===== src/rtl/ptw_sv39_pkg.sv =====
// Shared Sv39 definitions for the page-table walker: PTE layout, walk states,
// page-level encoding and small field-extraction helpers.
package ptw_sv39_pkg;

   localparam int unsigned PADDR_W   = 56;
   localparam int unsigned PPN_W     = 44;
   localparam int unsigned VPN_W     = 27;
   localparam int unsigned VPN_SEG_W = 9;
   localparam int unsigned PTE_W     = 64;
   localparam int unsigned FLAGS_W   = 10;
   localparam int unsigned LEVEL_W   = 2;
   localparam int unsigned RSVD_W    = 10;

   // PTE flag bit positions
   localparam int unsigned BIT_V = 0;
   localparam int unsigned BIT_R = 1;
   localparam int unsigned BIT_W = 2;
   localparam int unsigned BIT_X = 3;
   localparam int unsigned BIT_U = 4;
   localparam int unsigned BIT_G = 5;
   localparam int unsigned BIT_A = 6;
   localparam int unsigned BIT_D = 7;

   localparam int unsigned PTE_PPN_LSB  = 10;
   localparam int unsigned PTE_PPN_MSB  = 53;
   localparam int unsigned PTE_RSVD_LSB = 54;

   // Low PPN bits that must be zero for an aligned superpage leaf
   localparam int unsigned ALIGN_1G_W = 18;
   localparam int unsigned ALIGN_2M_W = 9;

   typedef logic [LEVEL_W-1:0] level_t;
   localparam level_t LVL_4K = 2'd0;
   localparam level_t LVL_2M = 2'd1;
   localparam level_t LVL_1G = 2'd2;

   typedef enum logic [2:0] {
      ST_IDLE,
      ST_REQ,
      ST_WAIT,
      ST_DONE,
      ST_DRAIN
   } walk_state_e;

   typedef struct packed {
      logic               err;
      level_t             level;
      logic [PPN_W-1:0]   ppn;
      logic [FLAGS_W-1:0] pte;
   } walk_resp_t;

   function automatic logic [PPN_W-1:0] pte_ppn(input logic [PTE_W-1:0] pte);
      return pte[PTE_PPN_MSB:PTE_PPN_LSB];
   endfunction

   function automatic logic [RSVD_W-1:0] pte_rsvd(input logic [PTE_W-1:0] pte);
      return pte[PTE_W-1:PTE_RSVD_LSB];
   endfunction

   function automatic logic [VPN_SEG_W-1:0] vpn_seg(input logic [VPN_W-1:0] vpn,
                                                    input level_t lvl);
      case (lvl)
         LVL_1G:  return vpn[26:18];
         LVL_2M:  return vpn[17:9];
         default: return vpn[8:0];
      endcase
   endfunction

endpackage


===== src/rtl/ptw_pte_check.sv =====
// Combinational classification of one fetched PTE into fault, valid leaf or
// pointer to the next table level.
module ptw_pte_check
   import ptw_sv39_pkg::*;
(
   input  logic [PTE_W-1:0] pte,
   input  level_t           level,
   input  logic             err,
   output logic             fault_c,
   output logic             leaf_c,
   output logic             next_c
);

   logic v, r, w, x;
   logic bad_enc, is_leaf, misaligned;
   logic unused_pte;

   // Only the flag, reserved and low-PPN alignment bits matter here
   assign unused_pte = ^{pte[PTE_PPN_MSB:PTE_PPN_LSB+ALIGN_1G_W], pte[FLAGS_W-1:BIT_U]};

   always_comb begin
      v          = pte[BIT_V];
      r          = pte[BIT_R];
      w          = pte[BIT_W];
      x          = pte[BIT_X];
      bad_enc    = err | ~v | (~r & w) | (pte_rsvd(pte) != '0);
      is_leaf    = r | x;
      misaligned = 1'b0;
      fault_c    = 1'b0;
      leaf_c     = 1'b0;
      next_c     = 1'b0;

      if (level == LVL_1G) begin
         misaligned = (pte[PTE_PPN_LSB +: ALIGN_1G_W] != '0);
      end else if (level == LVL_2M) begin
         misaligned = (pte[PTE_PPN_LSB +: ALIGN_2M_W] != '0);
      end

      if (bad_enc) begin
         fault_c = 1'b1;
      end else if (is_leaf) begin
         if (misaligned) fault_c = 1'b1;
         else            leaf_c  = 1'b1;
      end else if (level == LVL_4K) begin
         fault_c = 1'b1;
      end else begin
         next_c = 1'b1;
      end
   end

endmodule


===== src/rtl/ptw_sv39.sv =====
// Sv39 hardware page-table walker: fetches up to three PTEs on a TLB miss and
// returns the leaf flags/PPN/level or a walk fault. One memory read in flight.
module ptw_sv39
   import ptw_sv39_pkg::*;
(
   input  logic               clk_i,
   input  logic               srst_i,
   input  logic               flush_i,
   input  logic [PPN_W-1:0]   satp_ppn_i,
   input  logic               req_valid_i,
   output logic               req_ready_o,
   input  logic [VPN_W-1:0]   req_vpn_i,
   output logic               mem_valid_o,
   input  logic               mem_ready_i,
   output logic [PADDR_W-1:0] mem_addr_o,
   input  logic               mem_rvalid_i,
   input  logic [PTE_W-1:0]   mem_rdata_i,
   input  logic               mem_err_i,
   output logic               resp_valid_o,
   input  logic               resp_ready_i,
   output logic [FLAGS_W-1:0] resp_pte_o,
   output logic [PPN_W-1:0]   resp_ppn_o,
   output logic [LEVEL_W-1:0] resp_level_o,
   output logic               resp_err_o
);

   walk_state_e        state_q, state_d;
   logic [VPN_W-1:0]   vpn_q, vpn_d;
   logic [PPN_W-1:0]   base_q, base_d;
   level_t             level_q, level_d;
   logic               req_ready_d, mem_valid_d, resp_valid_d;
   logic [PADDR_W-1:0] addr_d;
   walk_resp_t         resp_q, resp_d;
   logic               fault_c, leaf_c, next_c;

   ptw_pte_check u_pte_check (
      .pte     (mem_rdata_i),
      .level   (level_q),
      .err     (mem_err_i),
      .fault_c (fault_c),
      .leaf_c  (leaf_c),
      .next_c  (next_c)
   );

   assign resp_pte_o   = resp_q.pte;
   assign resp_ppn_o   = resp_q.ppn;
   assign resp_level_o = resp_q.level;
   assign resp_err_o   = resp_q.err;

   always_ff @(posedge clk_i) begin
      if (srst_i) begin
         state_q      <= ST_IDLE;
         vpn_q        <= '0;
         base_q       <= '0;
         level_q      <= LVL_1G;
         req_ready_o  <= 1'b1;
         mem_valid_o  <= 1'b0;
         mem_addr_o   <= '0;
         resp_valid_o <= 1'b0;
         resp_q       <= '0;
      end else begin
         state_q      <= state_d;
         vpn_q        <= vpn_d;
         base_q       <= base_d;
         level_q      <= level_d;
         req_ready_o  <= req_ready_d;
         mem_valid_o  <= mem_valid_d;
         mem_addr_o   <= addr_d;
         resp_valid_o <= resp_valid_d;
         resp_q       <= resp_d;
      end
   end

   always_comb begin
      state_d      = state_q;
      vpn_d        = vpn_q;
      base_d       = base_q;
      level_d      = level_q;
      addr_d       = mem_addr_o;
      resp_d       = resp_q;
      req_ready_d  = 1'b0;
      mem_valid_d  = 1'b0;
      resp_valid_d = 1'b0;

      case (state_q)
         ST_IDLE: begin
            if (!flush_i && req_valid_i && req_ready_o) begin
               vpn_d   = req_vpn_i;
               base_d  = satp_ppn_i;
               level_d = LVL_1G;
               state_d = ST_REQ;
            end
         end
         ST_REQ: begin
            // An accepted read must still be drained; an unaccepted one is withdrawn
            if (flush_i)          state_d = mem_ready_i ? ST_DRAIN : ST_IDLE;
            else if (mem_ready_i) state_d = ST_WAIT;
         end
         ST_WAIT: begin
            if (flush_i) begin
               state_d = mem_rvalid_i ? ST_IDLE : ST_DRAIN;
            end else if (mem_rvalid_i) begin
               if (fault_c) begin
                  resp_d  = '{err: 1'b1, level: level_q, ppn: '0, pte: '0};
                  state_d = ST_DONE;
               end else if (leaf_c) begin
                  resp_d  = '{err: 1'b0, level: level_q, ppn: pte_ppn(mem_rdata_i),
                              pte: mem_rdata_i[FLAGS_W-1:0]};
                  state_d = ST_DONE;
               end else if (next_c) begin
                  base_d  = pte_ppn(mem_rdata_i);
                  level_d = level_q - 2'd1;
                  state_d = ST_REQ;
               end
            end
         end
         ST_DONE: begin
            if (flush_i || resp_ready_i) state_d = ST_IDLE;
         end
         ST_DRAIN: begin
            if (mem_rvalid_i) state_d = ST_IDLE;
         end
         default: state_d = ST_IDLE;
      endcase

      // Registered outputs track the state being entered
      req_ready_d  = (state_d == ST_IDLE);
      mem_valid_d  = (state_d == ST_REQ);
      resp_valid_d = (state_d == ST_DONE);
      if (state_d == ST_REQ) begin
         addr_d = {base_d, vpn_seg(vpn_d, level_d), 3'b000};
      end
   end

endmodule


===== config.mk =====
export PLATFORM = sky130hd
export DESIGN_NAME = ptw_sv39
export DESIGN_NICKNAME = d
export VERILOG_FILES = /design/src/rtl/ptw_sv39_pkg.sv /design/src/rtl/ptw_pte_check.sv /design/src/rtl/ptw_sv39.sv
export SDC_FILE = /design/constraint.sdc
export NUM_CORES = 1
export LEC_CHECK = 0
export CORE_MARGIN = 8
export CORE_UTILIZATION = 51
export CTS_CLUSTER_DIAMETER = 30
export DETAILED_ROUTE_END_ITERATION = 7
export GPL_TIMING_DRIVEN = 0
export PLACE_DENSITY = 0.91
export SYNTH_ARGS = -nofsm -noshare
export SYNTH_HDL_FRONTEND = slang
export SYNTH_SLANG_ARGS = --single-unit

===== constraint.sdc =====
create_clock -name clk_i -period 5.2 [get_ports clk_i]
set_input_delay 0.52 -clock clk_i [delete_from_list [all_inputs] [get_ports clk_i]]
set_output_delay 0.52 -clock clk_i [all_outputs]
set_load 0.02 [all_outputs]

======== Word-level counts from Yosys, hierarchy flattened ========
Index checks and enable logic that the tools add are counted.
cells by class
  order comparisons ....................... 0
  div/mod/pow operators ................... 0
  equality and inequality tests ........... 10
  reductions and logical operators ........ 12
  multipliers ............................. 0
  shifts and indexed selects .............. 0
  bitwise gates (word level) .............. 8
  multiplexer cells ....................... 44
  add/subtract/negate cells ............... 1
operator list
  operator              count
  $mux W44              6
  $mux W57              2
  $pmux W44 S2          1
  $mux W27              2
  $mux W3               12
  $pmux W9 S2           1
  $reduce_bool A18 Y1   1
  $pmux W3 S5           1
  $mux W1               12
  $mux W2               6
  $reduce_bool A10 Y1   1
  $eq A3 B2 Y1 const B  3
  $reduce_bool A9 Y1    1
  $eq A3 B1 Y1 const B  2
  $logic_not A3 Y1      2
  $eq A2 B1 Y1 const B  2
  $eq A2 B2 Y1 const B  2
  $or A1 B1 Y1          4
  $pmux W2 S2           1
  $reduce_and A4 Y1     1
  $eq A3 B3 Y1 const B  1
  $not A1 Y1            3
  $logic_and A1 B1 Y1   2
  $logic_not A2 Y1      1
  other kinds (5)       5
storage, ports and cells
  register bits ........................... 189
  output and inout bits ................... 116
  ROM bits ................................ 0
  input port bits ......................... 143
  logic and storage cells ................. 87
  memories ................................ 0
  memory bits (writable) .................. 0
  latch bits .............................. 0

======== Logic depth before layout (Yosys ltp) ========
Gate-level depths: netlist of run 1.
  word-level depth ........................ 13
  mapped depth ............................ 13
  depth with buffers taken out ............ 10

======== Hierarchy ========
A second synthesis of run 1 with hierarchy kept.
second synthesis, totals
  cells, all modules ...................... 1020
  area total of the unflattened synthesis .. 8709.6 sq um
by module, submodules not included
  module         area an instance (sq um)  times used  seq. area each (sq um)  cells each
  ptw_sv39       8570.7                    1           3783.6                  1000
  ptw_pte_check  138.9                     1           0.0                     20

======== Least setup slack after synthesis of run 1 ========
Ideal clock, no wire load.
  kind .................................... register -> register
  start ................................... register level_q[0]
  end ..................................... register mem_addr_o[11]
  period minus slack after synthesis ...... 3156 ps
  library setup time ...................... 117 ps
  slack ................................... 2044 ps
  buffers on the path ..................... 3
  arrival time ............................ 3038 ps
  cell stages (with the launch flop) ...... 14
  data required time ...................... 5083 ps
  cell sequence ........................... dfxtp_1 -> inv_1 -> ha_1 -> nor4_4 -> nor3b_1 -> clkbuf_1 -> a21oi_1 -> o21ai_0 -> and2_1 -> ha_1 -> buf_1 -> clkbuf_1 -> a221o_1 -> a32o_1
on the way
  word-level cells in the longest chain between the ends .. 13
  elaborated cells on any way between the ends .. 33
  those cells by class .................... add/sub (1); eq/ne (5); mux (26); reduce/logical (1)
ends and longest elaborated chain
  element                                       RTL line             RTL
  start: declaration                            ptw_sv39.sv:30       level_t level_q, level_d;
  start signal: assignment                      ptw_sv39.sv:65       level_q <= level_d;
  $eq A2 B1 Y1                                  ptw_pte_check.sv:35  end else if (level == LVL_2M) begin
  $mux W1                                       ptw_pte_check.sv:35
  $mux W1                                       ptw_pte_check.sv:33  if (level == LVL_1G) begin
  $mux W1                                       ptw_pte_check.sv:42  if (misaligned) fault_c = 1'b1;
  $mux W1                                       ptw_pte_check.sv:41  end else if (is_leaf) begin
  $mux W1                                       ptw_pte_check.sv:39  if (bad_enc) begin
  $mux W2                                       ptw_sv39.sv:106      end else if (leaf_c) begin
  $mux W2                                       ptw_sv39.sv:103      if (fault_c) begin
  $mux W2                                       ptw_sv39.sv:102      end else if (mem_rvalid_i) begin
  $mux W2                                       ptw_sv39.sv:100      if (flush_i) begin
  $pmux W2 S2                                   ptw_sv39.sv:85       case (state_q)
  $eq A2 B1 Y1 or $eq A2 B2 Y1 (tied branches)  ptw_sv39_pkg.sv:62   case (lvl)
  $pmux W9 S2                                   ptw_sv39_pkg.sv:62
  end signal: assignment                        ptw_sv39.sv:68       mem_addr_o <= addr_d;
  end: declaration                              ptw_sv39.sv:15       output logic [PADDR_W-1:0] mem_addr_o,
Parallel ways exist; a longest one is shown, timed or not.
A chain may end at the register's enable or synchronous reset.

======== Worst setup path in the final report of run 1 ========
  start ................................... register level_q[0]
  end ..................................... register mem_addr_o[10]
on the way
  word-level cells in the longest chain between the ends .. 13
  elaborated cells on any way between the ends .. 33
  those cells by class .................... add/sub (1); eq/ne (5); mux (26); reduce/logical (1)
ends and longest elaborated chain
  element                                       RTL line
  $eq A2 B1 Y1                                  ptw_pte_check.sv:35
  $mux W1                                       ptw_pte_check.sv:35
  $mux W1                                       ptw_pte_check.sv:33
  $mux W1                                       ptw_pte_check.sv:42
  $mux W1                                       ptw_pte_check.sv:41
  $mux W1                                       ptw_pte_check.sv:39
  $mux W2                                       ptw_sv39.sv:106
  $mux W2 (*)                                   ptw_sv39.sv:103
  $mux W2 (*)                                   ptw_sv39.sv:102
  $mux W2 (*)                                   ptw_sv39.sv:100
  $pmux W2 S2 (*)                               ptw_sv39.sv:85
  via level_d[1]                                ptw_sv39.sv:30
  $eq A2 B1 Y1 or $eq A2 B2 Y1 (tied branches)  ptw_sv39_pkg.sv:62
  $pmux W9 S2 (*)                               ptw_sv39_pkg.sv:62
Mark *: on every way through the listed nets, which the timed path passes. The rest lies on a longest branch.

==> summary.md, run 1 <==
| Metric | Value |
|---|---|
| Result of the run | finished clean |
| Data required time of the worst path | around 5.5 ns |
| Share of power burned in the clock network | 0.395 |
| Number of global-route vias before repair | ~8600 |
| Global placer's final weighted congestion | around 0.9 |
| Share of the clock period used by the worst path after layout | 0.738 |
| Wire length on met2 | 15100 um |
| Wirelength per Cell | between 20 and 25 um |
| Number of antenna violations at the first check in global routing | 1 |
| Maximum number of buffers from clock root to sink | 2 |
| Via count normalized by instance count | 6.07 |
| Clock sink count | around 190 |
| Total of hold buffers inserted after clock tree synthesis | 0 |
| Wire length on met1 | around 12000 um |
| Count of final hold-check violations | 0 |
| Starting density of the core | 0.518 |
| Setup skew after layout | around 0.0069 ns |
| Crit-path max FO | 10 |
| Worst setup path class | reg2reg |
| Top-area cell type share of the netlist area | 0.444 |
| Top cells by instance count after synthesis | 189 x sky130_fd_sc_hd__dfxtp_1, 74 x sky130_fd_sc_hd__nor2_1, 65 x sky130_fd_sc_hd__nand2_1, 53 x sky130_fd_sc_hd__a22o_1 |
| RSZ-0062 raised after global routing | no |
| Number of distinct library cell variants in the gate-level netlist after synthesis | 57 |
| Clock-pin slew on the worst setup and hold paths | around 0.070 ns |
| Placement Cell Area | between 10000 and 15000 um^2 |
| Max-slew headroom at the worst pin | 0.288 |
| DP Wirelength | about 23000 um |
| Worst ir drop on vdd | 241 uV |
| Most numerous cell in the Yosys netlist | sky130_fd_sc_hd__dfxtp_1 |
| TritonCTS clock tree | yes |
| First element of the critical path | level_q[0] |
| Startpoint of the worst register-to-register path | level_q[0] |
| Overflow left after global routing | 0 |
| Part of the total power dissipated in sequential elements | 0.438 |
| Startpoint kind of the worst setup timing path | flop |
| Internal power contribution | about 2.6 mW |
| Power dissipated by switching net loads | 0.924 mW |
| Die extent in x | between 100 and 150 um |
| Pin count of the biggest net entering global routing | 17 |
| Total track usage | 0.283 |
| Combinational Power Share | 0.167 |
| Clock root buffer | sky130_fd_sc_hd__clkbuf_16 |
| Total chip power | 3.54 mW |
| Fmax | 0.261 GHz |
| Post-CTS repair timing setup buffer count | 0 |
| Maximum level of the CTS H-tree | 4 |
| Die Y-Extent | between 100 and 150 um |
| Cells after Synth | between 900 and 1000 |
| Post-synthesis instance area | ~8500 um^2 |
| Number of fill cells in the layout | ~1200 |
| Number of synthesized flops with an enable pin | 0 |
| Seq cells post-synth | ~190 |
| Switching share of power | 0.261 |
| Worst min-delay path class | in2reg |
| Global-route wire length before repair | approximately 48000 um |
| Synth area leaders | sky130_fd_sc_hd__dfxtp_1 44%, sky130_fd_sc_hd__a22o_1 5.4%, sky130_fd_sc_hd__mux2i_1 4.9% |
| First DRT Iteration DRCs | 865 |
| Reported leakage power | between 4 and 5 nW |
| Endpoint type of the worst setup path | flop |
| Clk_lat worst skew | around 0.45 ns |
| Highest metal layer with signal wires | met4 |
| Growth of design area from synthesis to finish | 40.6% |
| Number of iterations in the first detailed-routing pass | 5 |
| Number of nets at the end of the flow | around 1300 |
| Detail Route met3 WL | between 2000 and 3000 um |
| Most used flip-flop cell after synthesis | sky130_fd_sc_hd__dfxtp_1 |
| Core Region | ~16000 um^2 |
| Critical hold path startpoint | flush_i |
| Arrival time worst endpoint | 4.17 ns |
| Vias | 8688 |
| Total of endpoints with negative setup slack in the final report | 0 |
| Post-route cell area | ~12000 um^2 |
| Die Area | approximately 21000 um^2 |
| Quantity of gates resized following cts | 0 |
| Clock buffers created by TritonCTS | 17 |
| Power density over cell area | around 290 nW/um^2 |
| Post-synthesis sequential area ratio | 0.444 |
| Asr flop ratio synth | 0 |
| Share of post-route cells with drive strength above 1 | 0.0917 |
| Average cell area after synthesis | ~9.3 um^2 |
| Total negative slack for setup checks | 0 ns |
| Post-route antenna net violation count | 0 |
| Routed Wire Length | 31000 um |
| Max-cap viol count | 0 |
| Worst hold margin | between 0.4 and 0.5 ns |
| Transition at the pin with the smallest max-transition slack | 1.07 ns |
| Number of rows created at floorplan | 47 |
| Time the worst path needs with I/O delays and setup | about 3.8 ns |
| Buffers added on ports | ~250 |
| Total I/O pin count | 259 |
| Count of yosys warnings during synthesis | 0 |
| Max Transition Viols Final | 0 |
| Area leader, netlist | sky130_fd_sc_hd__dfxtp_1 |
| Detailed-route DRC error count | 0 |
[logic make-up (layout without fill, tap and decap cells)]
logic type	after synthesis	after routing	share of synthesized area
AOI/OAI and AO/OA	279	279	0.244
adders and majority gates	5	5	0.00733
buffers and inverters	102	388	0.0568
DFF	189	189	0.444
muxes	60	60	0.0739
other	1	4	0.000440
and+or+nand+nor	286	286	0.174
[layer usage]
layer  GRT usage  vias up
met5           0        -
met1       0.330     4169
met4       0.124        0
met3      0.0687       77
met2       0.483      466
li1            -     3976
[final cells by class]
class / count / area [um^2] / area share
clock inverters: 11 / 155 / 0.0129
repair buffers: 254 / 2540 / 0.212
multi-input cells: 633 / 4270 / 0.356
diodes: 1 / 2.50 / 0.000209
flip-flops and latches: 189 / 3780 / 0.315
plain buffers: 94 / 454 / 0.0379
clock buffers: 21 / 480 / 0.0401
inverters: 8 / 30.0 / 0.00250
well taps: 220 / 275 / 0.0230
[worst max-delay path, stage by stage, from the launching register on]
cell and delay (ns):
sky130_fd_sc_hd__dfxtp_1 0.40, sky130_fd_sc_hd__inv_1 0.11, sky130_fd_sc_hd__ha_1 0.25, sky130_fd_sc_hd__nor4_4 0.34
sky130_fd_sc_hd__nor3b_1 0.29, sky130_fd_sc_hd__clkbuf_1 0.42, sky130_fd_sc_hd__nand4_1 0.15, sky130_fd_sc_hd__a21oi_1 0.26
sky130_fd_sc_hd__nor2_1 0.08, sky130_fd_sc_hd__ha_1 0.27, sky130_fd_sc_hd__buf_1 0.33, sky130_fd_sc_hd__clkbuf_1 0.39
sky130_fd_sc_hd__nand2_1 0.15, sky130_fd_sc_hd__a32o_1 0.30
[sequential cells by signal, indices dropped and copies added, names as in the netlist]
register      flops
level_q           2
req_ready_o       1
vpn_q            27
resp_ppn_o       44
mem_addr_o       53
resp_err_o        1
state_q           3
mem_valid_o       1
base_q           44
resp_pte_o       10
resp_valid_o      1
resp_level_o      2
[power groups by stage]
stage / clock network [mW] / logic (mW) / registers [mW]
after floorplan: 0 / 0.275 / 1.61
after global placement: 0 / 0.564 / 1.58
after detailed placement: 0 / 0.575 / 1.58
after CTS: 1.40 / 0.583 / 1.55
after global routing: 1.46 / 0.626 / 1.56
final: 1.40 / 0.589 / 1.55
[layout by cell type (no fill, tap or decap), types with 3 or more instances in the layout]
master                              n
sky130_fd_sc_hd__a211oi_1          39
sky130_fd_sc_hd__a21oi_1           49
sky130_fd_sc_hd__a221o_1            9
sky130_fd_sc_hd__a22o_1            53
sky130_fd_sc_hd__a31oi_1           36
sky130_fd_sc_hd__a32o_1             9
sky130_fd_sc_hd__and2_1             5
sky130_fd_sc_hd__buf_1              8
sky130_fd_sc_hd__buf_2             21
sky130_fd_sc_hd__buf_4             12
sky130_fd_sc_hd__buf_6              4
sky130_fd_sc_hd__bufinv_16          3
sky130_fd_sc_hd__clkbuf_1          49
sky130_fd_sc_hd__clkbuf_16         17
sky130_fd_sc_hd__clkbuf_8           4
sky130_fd_sc_hd__clkdlybuf4s50_1  254
sky130_fd_sc_hd__clkinv_4           4
sky130_fd_sc_hd__conb_1             3
sky130_fd_sc_hd__dfxtp_1          189
sky130_fd_sc_hd__ha_1               5
sky130_fd_sc_hd__inv_1              7
sky130_fd_sc_hd__mux2_2            16
sky130_fd_sc_hd__mux2i_1           42
sky130_fd_sc_hd__nand2_1           65
sky130_fd_sc_hd__nand2b_1          13
sky130_fd_sc_hd__nand3_1           37
sky130_fd_sc_hd__nand3b_1           3
sky130_fd_sc_hd__nor2_1            74
sky130_fd_sc_hd__nor2b_1           18
sky130_fd_sc_hd__nor3_1            16
sky130_fd_sc_hd__nor3b_1           33
sky130_fd_sc_hd__nor4_1             3
sky130_fd_sc_hd__o21ai_0           29
sky130_fd_sc_hd__o21ai_1            3
sky130_fd_sc_hd__o221ai_1          23
sky130_fd_sc_hd__o22ai_1            8
sky130_fd_sc_hd__o32ai_1            4
sky130_fd_sc_hd__o32ai_2            9
[worst paths after layout]
kind	slack, ns	end	cells past startpoint
worst max-delay path	1.36	mem_addr_o[10]	13
worst min-delay path	0.41	state_q[2]	3
worst max register to register	1.36	mem_addr_o[10]	13
worst min register to register	0.46	resp_level_o[1]	2
[per-stage QoR]
stage	std cells	setup WS, ns	utilization
4_1_cts	1430	1.41	0.728
2_1_floorplan	924	2.04	-
3_3_place_gp	1398	1.13	0.690
6_report	1431	1.36	0.728
5_1_grt	1431	1.00	0.728
3_5_place_dp	1398	1.09	0.690
No activity file was read; power rests on OpenSTA's default activity.
==> run 2, diff against run 1 <==
--- a/config.mk
+++ b/config.mk
@@ -6,11 +6,11 @@
 export NUM_CORES = 1
 export LEC_CHECK = 0
 export CORE_MARGIN = 8
-export CORE_UTILIZATION = 51
+export CORE_UTILIZATION = 47
 export CTS_CLUSTER_DIAMETER = 30
 export DETAILED_ROUTE_END_ITERATION = 7
 export GPL_TIMING_DRIVEN = 0
-export PLACE_DENSITY = 0.91
+export PLACE_DENSITY = 0.85
 export SYNTH_ARGS = -nofsm -noshare
 export SYNTH_HDL_FRONTEND = slang
 export SYNTH_SLANG_ARGS = --single-unit
==> constraint.sdc (replaced) <==
create_clock -name clk_i -period 3.55 [get_ports clk_i]
set_input_delay 0.355 -clock clk_i [delete_from_list [all_inputs] [get_ports clk_i]]
set_output_delay 0.355 -clock clk_i [all_outputs]
set_load 0.02 [all_outputs]
==> summary.md, run 2 (same netlist as run 1, synthesis figures left out) <==
| Metric | Value |
|---|---|
| Wirelength per Cell | 21.2 um |
| Die extent in x | 151 um |
| Number of rows created at floorplan | a little under 50 |
| Detailed-route DRC error count | 0 |
| Buffers added on ports | roughly 250 |
| Post-route cell area | around 12000 um^2 |
| Worst min-delay path class | in2reg |
| Pin count of the biggest net entering global routing | 17 |
| Share of post-route cells with drive strength above 1 | 0.0943 |
| Total track usage | 0.262 |
| Largest reg by FF count | mem_addr_o |
| Worst ir drop on vdd | between 300 and 400 uV |
| Setup slack of the critical path after layout | ~0.14 ns |
| Chain of cells forming the critical path | clkdlybuf4s50_1, nor4_2, and3_1, clkbuf_1, nand4_1, a21oi_1, nor2_1, ha_1, clkbuf_2, a221o_1, a32o_1 |
| Clock buffers created by TritonCTS | 17 |
| Placement Cell Area | approximately 11000 um^2 |
| Max-slew headroom at the worst pin | 0.113 |
| Post-CTS repair timing setup buffer count | 0 |
| Total I/O pin count | around 260 |
| Number of antenna violations at the first check in global routing | 0 |
| Post-route antenna net violation count | 0 |
| Largest delay share family, worst path | buffers and inverters |
| Routed Wire Length | between 30000 and 40000 um |
| Arrival time worst endpoint | between 3 and 4 ns |
| Fmax | a little under 0.3 GHz |
| Endpoint type of the worst setup path | flop |
| Most frequent standard cell in the layout excluding fill and tap cells | sky130_fd_sc_hd__clkdlybuf4s50_1 |
| Via count normalized by instance count | 5.96 |
| Clock root buffer | sky130_fd_sc_hd__clkbuf_16 |
| Number of global-route vias before repair | about 8400 |
| Worst setup path class | in2reg |
| Power density over cell area | 418 nW/um^2 |
| Crit-path max FO | 10 |
| Global-route wire length before repair | between 40000 and 50000 um |
| Maximum number of buffers from clock root to sink | 2 |
| First DRT Iteration DRCs | 728 |
| Utilization after layout | 0.668 |
| RSZ-0062 raised after global routing | no |
| DP Wirelength | between 20000 and 25000 um |
| Transition at the pin with the smallest max-transition slack | around 1.3 ns |
| Time the worst path needs with I/O delays and setup | 3.41 ns |
| Die Y-Extent | 151 um |
| Clock sink count | between 150 and 200 |
| Total chip power | 4.99 mW |
| Growth of design area from synthesis to finish | 40.1% |
| Total of hold buffers inserted after clock tree synthesis | 0 |
| Maximum level of the CTS H-tree | 4 |
| Worst-path cell with the longest stage delay | sky130_fd_sc_hd__nor4_2 |
| Max-cap viol count | 0 |
| Number of iterations in the first detailed-routing pass | 7 |
| Clk_lat worst skew | approximately 0.44 ns |
| Setup skew after layout | about 0.0075 ns |
| Vias | around 8600 |
| Max Transition Viols Final | 0 |
| Total negative slack for setup checks | 0 ns |
| Number of buffer and inverter instances along the worst setup path | 3 |
| Share of the clock period used by the worst path after layout | 0.960 |
| Total of endpoints with negative setup slack in the final report | 0 |
| Count of final hold-check violations | 0 |
| Max FFs per register | between 50 and 60 |
| Global placer's final weighted congestion | just over 0.9 |
| Data required time of the worst path | between 3 and 4 ns |
| Commonest cells after routing, fill and taps aside | 254 x sky130_fd_sc_hd__clkdlybuf4s50_1, 189 x sky130_fd_sc_hd__dfxtp_1, 74 x sky130_fd_sc_hd__nor2_1 |
| Number of nets at the end of the flow | between 1000 and 1500 |
| Slowest stage delay, CP | about 0.48 ns |
| Reported leakage power | 4.32 nW |
| Starting density of the core | 0.477 |
| Clock-pin slew on the worst setup and hold paths | 0.07 ns |
| Overflow left after global routing | 0 |
| Quantity of gates resized following cts | 2 |
| Startpoint kind of the worst setup timing path | primary input |
| Worst slack, placed | -0.473 ns |
| TritonCTS clock tree | yes |
| Result of the run | finished clean |
| Die Area | between 20000 and 25000 um^2 |
| Core Region | roughly 18000 um^2 |
## run 2: cell types whose count changed in the layout (fill, tap and decap cells not counted), sizes merged
| cell | before | now |
|---|---|---|
| bufinv | 3 | 1 |
| clkinvlp | 1 | 2 |
| inv | 10 | 11 |
| buf | 45 | 44 |
| clkinv | 5 | 7 |
| clkbuf | 70 | 68 |
## run 2: where the power goes
part           leakage, nW  internal, mW  total (mW)  switching [mW]
Clock                0.280          1.01        1.86           0.855
Sequential            1.54          2.22        2.27          0.0549
Combinational         2.51         0.421       0.860           0.439
## run 2: path summary, 6_finish.rpt
check | slack, ns | startpoint | endpoint | cells past startpoint
worst max-delay path | 0.14 | mem_rdata_i[61] | mem_addr_o[11] | 11
worst min register to register | 0.46 | resp_level_o[1] | resp_level_o[1] | 2
worst min-delay path | 0.26 | flush_i | state_q[2] | 3
worst max register to register | 0.19 | level_q[0] | mem_addr_o[11] | 12
## run 2: area by class of cell
class / count / area [um^2]
Fill cell: 1393 / 5950
Multi-Input combinational cell: 633 / 4280
Sequential cell: 189 / 3780
Timing Repair Buffer: 254 / 2540
Buffer: 93 / 455
Clock buffer: 19 / 453
Tap cell: 229 / 287
Clock inverter: 13 / 114
Inverter: 8 / 30.0
Antenna cell: 1 / 2.50
## run 2: metal layers
layer | GRT usage | routed length [um]
met2 | 0.437 | 14400
met1 | 0.318 | 12100
met3 | 0.0643 | 3010
met5 | 0 | 0
met4 | 0.101 | 1020
## run 2: worst min-delay path, cell delays in order
cell and delay, ns:
sky130_fd_sc_hd__buf_6 0.12, sky130_fd_sc_hd__a22oi_1 0.10, sky130_fd_sc_hd__nor2_1 0.08
## run 2: metrics by stage
| stage | hold slack (ns) | std cells |
|---|---|---|
| after floorplan | 0.446 | 924 |
| after global routing | 0.270 | 1438 |
| final | 0.256 | 1439 |
| after global placement | 0.445 | 1407 |
| after detailed placement | 0.453 | 1407 |
| after CTS | 0.245 | 1439 |
